==> src/rtl/parity_frame_generator.sv <==
// Serial parity frame generator: shifts a parallel word out LSB first, then one parity bit.
// Optional macro PARGEN_BACK_TO_BACK_EN allows contiguous frames by accepting a word during the parity cycle.
module parity_frame_generator #(
    parameter int unsigned DATA_W     = 8,
    parameter bit          PARITY_ODD = 1'b0
) (
    input  logic              clk,
    input  logic              reset,
    input  logic [DATA_W-1:0] data_in,
    input  logic              data_valid,
    output logic              data_ready,
    output logic              serial_out,
    output logic              bit_valid,
    output logic              frame_end,
    output logic              busy
);

    localparam int unsigned    CNT_W    = (DATA_W > 1) ? $clog2(DATA_W) : 1;
    localparam logic [CNT_W-1:0] LAST_BIT = CNT_W'(DATA_W - 1);

    typedef enum logic [1:0] {
        IDLE,
        DATA,
        PAR
    } state_t;

    state_t            state;
    state_t            state_nx;
    logic [DATA_W-1:0] shift_reg;
    logic [DATA_W-1:0] shift_nx;
    logic [CNT_W-1:0]  count;
    logic [CNT_W-1:0]  count_nx;
    logic              parity;
    logic              parity_nx;
    logic              serial_nx;
    logic              bit_valid_nx;
    logic              frame_end_nx;
    logic              accept;

    always_comb begin
        data_ready = (state == IDLE);
`ifdef PARGEN_BACK_TO_BACK_EN
        if (state == PAR) begin
            data_ready = 1'b1;
        end
`endif
    end

    assign accept = data_valid & data_ready;
    assign busy   = (state == DATA) || (state == PAR);

    // serial_out is registered, so each branch computes the bit that will be on the line next cycle.
    always_comb begin
        state_nx     = state;
        shift_nx     = shift_reg;
        count_nx     = count;
        parity_nx    = parity;
        serial_nx    = 1'b0;
        bit_valid_nx = 1'b0;
        frame_end_nx = 1'b0;

        case (state)
            IDLE: begin
                state_nx = IDLE;
            end
            DATA: begin
                shift_nx     = shift_reg >> 1;
                count_nx     = count + 1'b1;
                parity_nx    = parity ^ shift_reg[0];
                bit_valid_nx = 1'b1;
                serial_nx    = shift_nx[0];
                if (count == LAST_BIT) begin
                    state_nx     = PAR;
                    count_nx     = '0;
                    serial_nx    = parity ^ shift_reg[0] ^ PARITY_ODD;
                    frame_end_nx = 1'b1;
                end
            end
            PAR: begin
                state_nx  = IDLE;
                parity_nx = 1'b0;
            end
            default: begin
                state_nx  = IDLE;
                shift_nx  = '0;
                count_nx  = '0;
                parity_nx = 1'b0;
            end
        endcase

        // Accept is only possible in IDLE, or in PAR when back-to-back frames are enabled.
        if (accept) begin
            state_nx     = DATA;
            shift_nx     = data_in;
            count_nx     = '0;
            parity_nx    = 1'b0;
            serial_nx    = data_in[0];
            bit_valid_nx = 1'b1;
            frame_end_nx = 1'b0;
        end
    end

    always_ff @(posedge clk or posedge reset) begin
        if (reset) begin
            state      <= IDLE;
            shift_reg  <= '0;
            count      <= '0;
            parity     <= 1'b0;
            serial_out <= 1'b0;
            bit_valid  <= 1'b0;
            frame_end  <= 1'b0;
        end else begin
            state      <= state_nx;
            shift_reg  <= shift_nx;
            count      <= count_nx;
            parity     <= parity_nx;
            serial_out <= serial_nx;
            bit_valid  <= bit_valid_nx;
            frame_end  <= frame_end_nx;
        end
    end

endmodule

==> config.mk <==
export PLATFORM = sky130hd
export DESIGN_NAME = parity_frame_generator
export DESIGN_NICKNAME = d
export VERILOG_FILES = /design/src/rtl/parity_frame_generator.sv
export SDC_FILE = /design/constraint.sdc
export NUM_CORES = 1
export LEC_CHECK = 0
export ABC_AREA = 1
export CAP_MARGIN = 30
export CORE_MARGIN = 4
export CORE_UTILIZATION = 40
export DETAILED_ROUTE_END_ITERATION = 7
export DONT_BUFFER_PORTS = 1
export SLEW_MARGIN = 40
export SYNTH_ARGS = -nofsm -noshare
export SYNTH_HDL_FRONTEND = slang
export SYNTH_SLANG_ARGS = --single-unit
==> constraint.sdc <==
create_clock -name clk -period 3.6 [get_ports clk]
set_input_delay 0.72 -clock clk [delete_from_list [all_inputs] [get_ports clk]]
set_output_delay 0.72 -clock clk [all_outputs]
set_load 0.05 [all_outputs]
==> results.md <==
Status:
- The flow ran to the end, and the final reports show no timing, DRC or antenna violations.

Routing:
- The count of nets left with antenna violations after detail routing is 0.
- The via count normalized by instance count is approximately 4.9.
- The wire length after detailed routing is around 1.6 mm.
- The detailed-route wire length per cell is ~12 um.
- The starting DRC count in detailed routing is 14.
- The detailed router placed ~660 vias in this run.
- After detailed routing, the number of remaining DRC violations is 0.
- The pre-antenna-repair detailed-routing pass consisted of 4 iterations.

Logic synthesis:
- After synthesis, the mean cell area works out to 8.09 um2.
- For this run, the number of Yosys warnings is 0.
- The number of register bits inferred by synthesis is 17.
- The library cell with the highest instance count after synthesis is sky130_fd_sc_hd__nand2_1.
- After synthesis, the cell types taking the most area are sky130_fd_sc_hd__dfrtp_1, sky130_fd_sc_hd__nand2_1, sky130_fd_sc_hd__ha_1.
- Summed over all instances, the cell type with the most area after synthesis is sky130_fd_sc_hd__dfrtp_1.
- The gate count after technology mapping is 106.
- When the netlist entered floorplanning its net count stood at ~120.
- After synthesis, the most frequently instantiated cells are sky130_fd_sc_hd__nand2_1, sky130_fd_sc_hd__dfrtp_1, sky130_fd_sc_hd__inv_1.
- The synthesized netlist occupies a cell area of around 860 um2.
- The top-area cell type share of the netlist area is 49.6%.
- For this run, the leading register cell type out of synthesis is sky130_fd_sc_hd__dfrtp_1.
- After synthesis, the netlist uses 15 different library cells.
- The number of synthesized flops with an enable pin is 0.
- The share of synthesized area occupied by flip-flops and latches is 49.6%.
- Counting flops with an async set or reset pin after synthesis yields a share of 100%.

GRT:
- The initial antenna violation count came to 0.
- Entering global routing, the biggest net connects 18 pins.
- After global routing the overflow that remains totals 0.
- The first global-routing pass estimated roughly 2.7 mm of wire.
- The via count of the first global-routing pass is 623.
- The global router's overall resource usage is a little over an eighth.

Clocking:
- The buffer cell driving the clock tree root is sky130_fd_sc_hd__clkbuf_4.
- Clock tree synthesis inserted a total of 3 buffers.
- The total setup buffers inserted after CTS is 0.
- The H-tree depth is 1.
- The clock passes through at most 2 buffers.
- Clock tree synthesis found a total of 17 sinks.
- Clock-pin slew was measured on the worst setup and hold paths at ~0.090 ns.
- The CTS tree is done.
- The post-cts resize count is 0.
- The latest clock arrival within the worst-skew pair is between 0.2 and 0.3 ns.
- The total of hold buffers inserted after clock tree synthesis is 0.

Die:
- 16 I/O pins were placed.
- The die covers ~2900 um2.
- The floorplan step set the die width to 54.3 um.
- The starting density of the core is between 40% and 50%.
- The number of standard-cell rows in the floorplan is 16.
- The core footprint is 2000 um2.
- The floorplan step set the die height to 54.3 um.

Critical path:
- STA classifies the critical path endpoint as an output port.
- Together, buffers and inverters on the worst path number 1.
- The type of the setup path with the least slack is flip-flop to output port.
- The signal arrival time at the worst endpoint is roughly 1.5 ns.
- The worst setup path is launched from a flip-flop.
- Traced cell by cell, the critical path runs through inv_1, ha_1.
- The largest fanout of any net on the critical path is 7.
- The maximum single-stage delay on the critical path is ~0.67 ns.
- STA puts the critical path data required time at between 2 and 3 ns.
- The critical path's slowest cell is sky130_fd_sc_hd__ha_1.
- The kind of cell with the highest combined delay on the critical path is adder cells.

Min path:
- The path class of the tightest hold or removal check is input pin to asynchronous set/reset pin.

Timing:
- Setup repair after global routing left no endpoint under its margin.
- The final count of hold timing violations is 0.
- Setup violations remaining at the end of the flow were counted as 0.
- The final critical path takes up between 60 and 70% of the cycle.
- The setup TNS after final layout is 0 ns.
- Timing would allow up to approximately 460 MHz.
- The final worst clock skew is roughly 0.0018 ns.
- Headroom to the max-slew limit came out at 47.9%.
- The transition time at the pin with the least slew margin is just under 0.8 ns.
- The total count of max-transition violations in the final report came to 0.
- Across all hold checks on the routed design, the worst slack comes to roughly 0.40 ns.
- The worst path in the final design needs a cycle of between 2 and 2.5 ns, including I/O delays and setup.

Finish:
- The multi-input logic area is roughly 370 um2.
- The area growth from synthesis to layout is 4.53%.
- The number of fillers in the final layout is between 200 and 250.
- The fraction of final layout cells with drive strength greater than 1 is 5.61%.
- At the end of the flow, the number of nets in the layout was around 120.
- The total area of sequential cells is about 430 um2.
- 0 antenna diodes ended up in the layout.
- The number of flip-flops in the largest register is 8.

Pwr:
- Of the total power, the share spent switching nets is between 50% and 60%.
- The maximum ir drop on the vdd rail is 507 uV.
- The internal power of the cells is a little over 0.4 mW.
- The power per standard cell area is between 900 and 1000 nW/um2.
- The net switching power is 0.423 mW.
- The relative contribution of sequential cells to total power is 39.3%.
- The total leakage power is a little over 0.5 nW.
- The clock share of power is around an eighth.
- The share of power burned in combinational logic is between 40% and 50%.

Job:
- Max-cap violations in this run came to 0.

Place:
- Input and output buffers added on the ports amount to 0.
- The congestion estimate from routability-driven global placement came to roughly 0.8.
- Detailed placement ended at an HPWL of about 1.2 mm.
## per-layer routing
layer  wire length [um]  vias to the layer above  track usage (%)
li1                   -                      334                -
met4                 41                        0             5.39
met3                 96                        4             5.99
met5                  0                        -                0
met2                669                       20             18.9
met1                796                      305             17.3
## through the flow
step	cell area [um2]	power [mW]	cells	setup slack, ns	utilization, %
floorplan	857	0.688	106	1.83	-
global placement	870	0.730	130	1.58	43.4
detailed placement	870	0.734	130	1.51	43.4
CTS	896	0.839	134	1.41	44.8
global route	896	0.906	134	1.36	44.8
finish	896	0.832	134	1.42	44.8
## layout make-up
cell class | instances | area share (%)
flip-flops and latches | 17 | 47.5
multi-input cells | 74 | 40.8
inverters | 12 | 5.03
well taps | 27 | 3.77
clock buffers | 4 | 2.93
## power by group through the flow
stage	logic (mW)	registers, mW	clock network, mW
global route	0.454	0.337	0.115
CTS	0.404	0.328	0.107
floorplan	0.366	0.322	0
finish	0.403	0.327	0.102
detailed placement	0.403	0.331	0
global placement	0.399	0.331	0
## final timing paths
| kind | slack (ns) | startpoint | endpoint | cells after the start |
|---|---|---|---|---|
| setup / recovery | 1.42 | state[1] | data_ready | 2 |
| hold / removal | 0.40 | reset | shift_reg[7] | 1 |
| setup reg to reg | 1.51 | state[1] | shift_reg[6] | 7 |
| hold reg to reg | 0.49 | count[1] | count[1] | 2 |
| max in group asynchronous | 2.78 | reset | count[0] | 1 |
| min in group clk | 0.49 | count[1] | count[1] | 2 |
## cell families after synthesis
logic type / count (synthesis) / share of synthesized area [%]
compound gates: 12 / 8.32
buf+inv: 15 / 7.74
simple gates: 57 / 27.0
flops: 17 / 49.6
fa+ha+maj: 5 / 7.30
## layout by cell type, fill, tap and decap left out
cell	synthesis	routed
sky130_fd_sc_hd__nand2_4	1	1
sky130_fd_sc_hd__o21ai_2	1	1
sky130_fd_sc_hd__nor2_1	5	5
sky130_fd_sc_hd__nand2_1	43	43
sky130_fd_sc_hd__a21oi_1	1	1
sky130_fd_sc_hd__ha_1	5	5
sky130_fd_sc_hd__dfrtp_1	17	17
sky130_fd_sc_hd__clkbuf_4	0	3
sky130_fd_sc_hd__o21ai_1	3	3
sky130_fd_sc_hd__o211ai_1	3	3
sky130_fd_sc_hd__inv_2	1	1
sky130_fd_sc_hd__clkbuf_1	0	1
sky130_fd_sc_hd__inv_1	11	11
sky130_fd_sc_hd__o21ai_0	4	4
sky130_fd_sc_hd__nand3_1	8	8
Power figures use the tool's default switching activity.
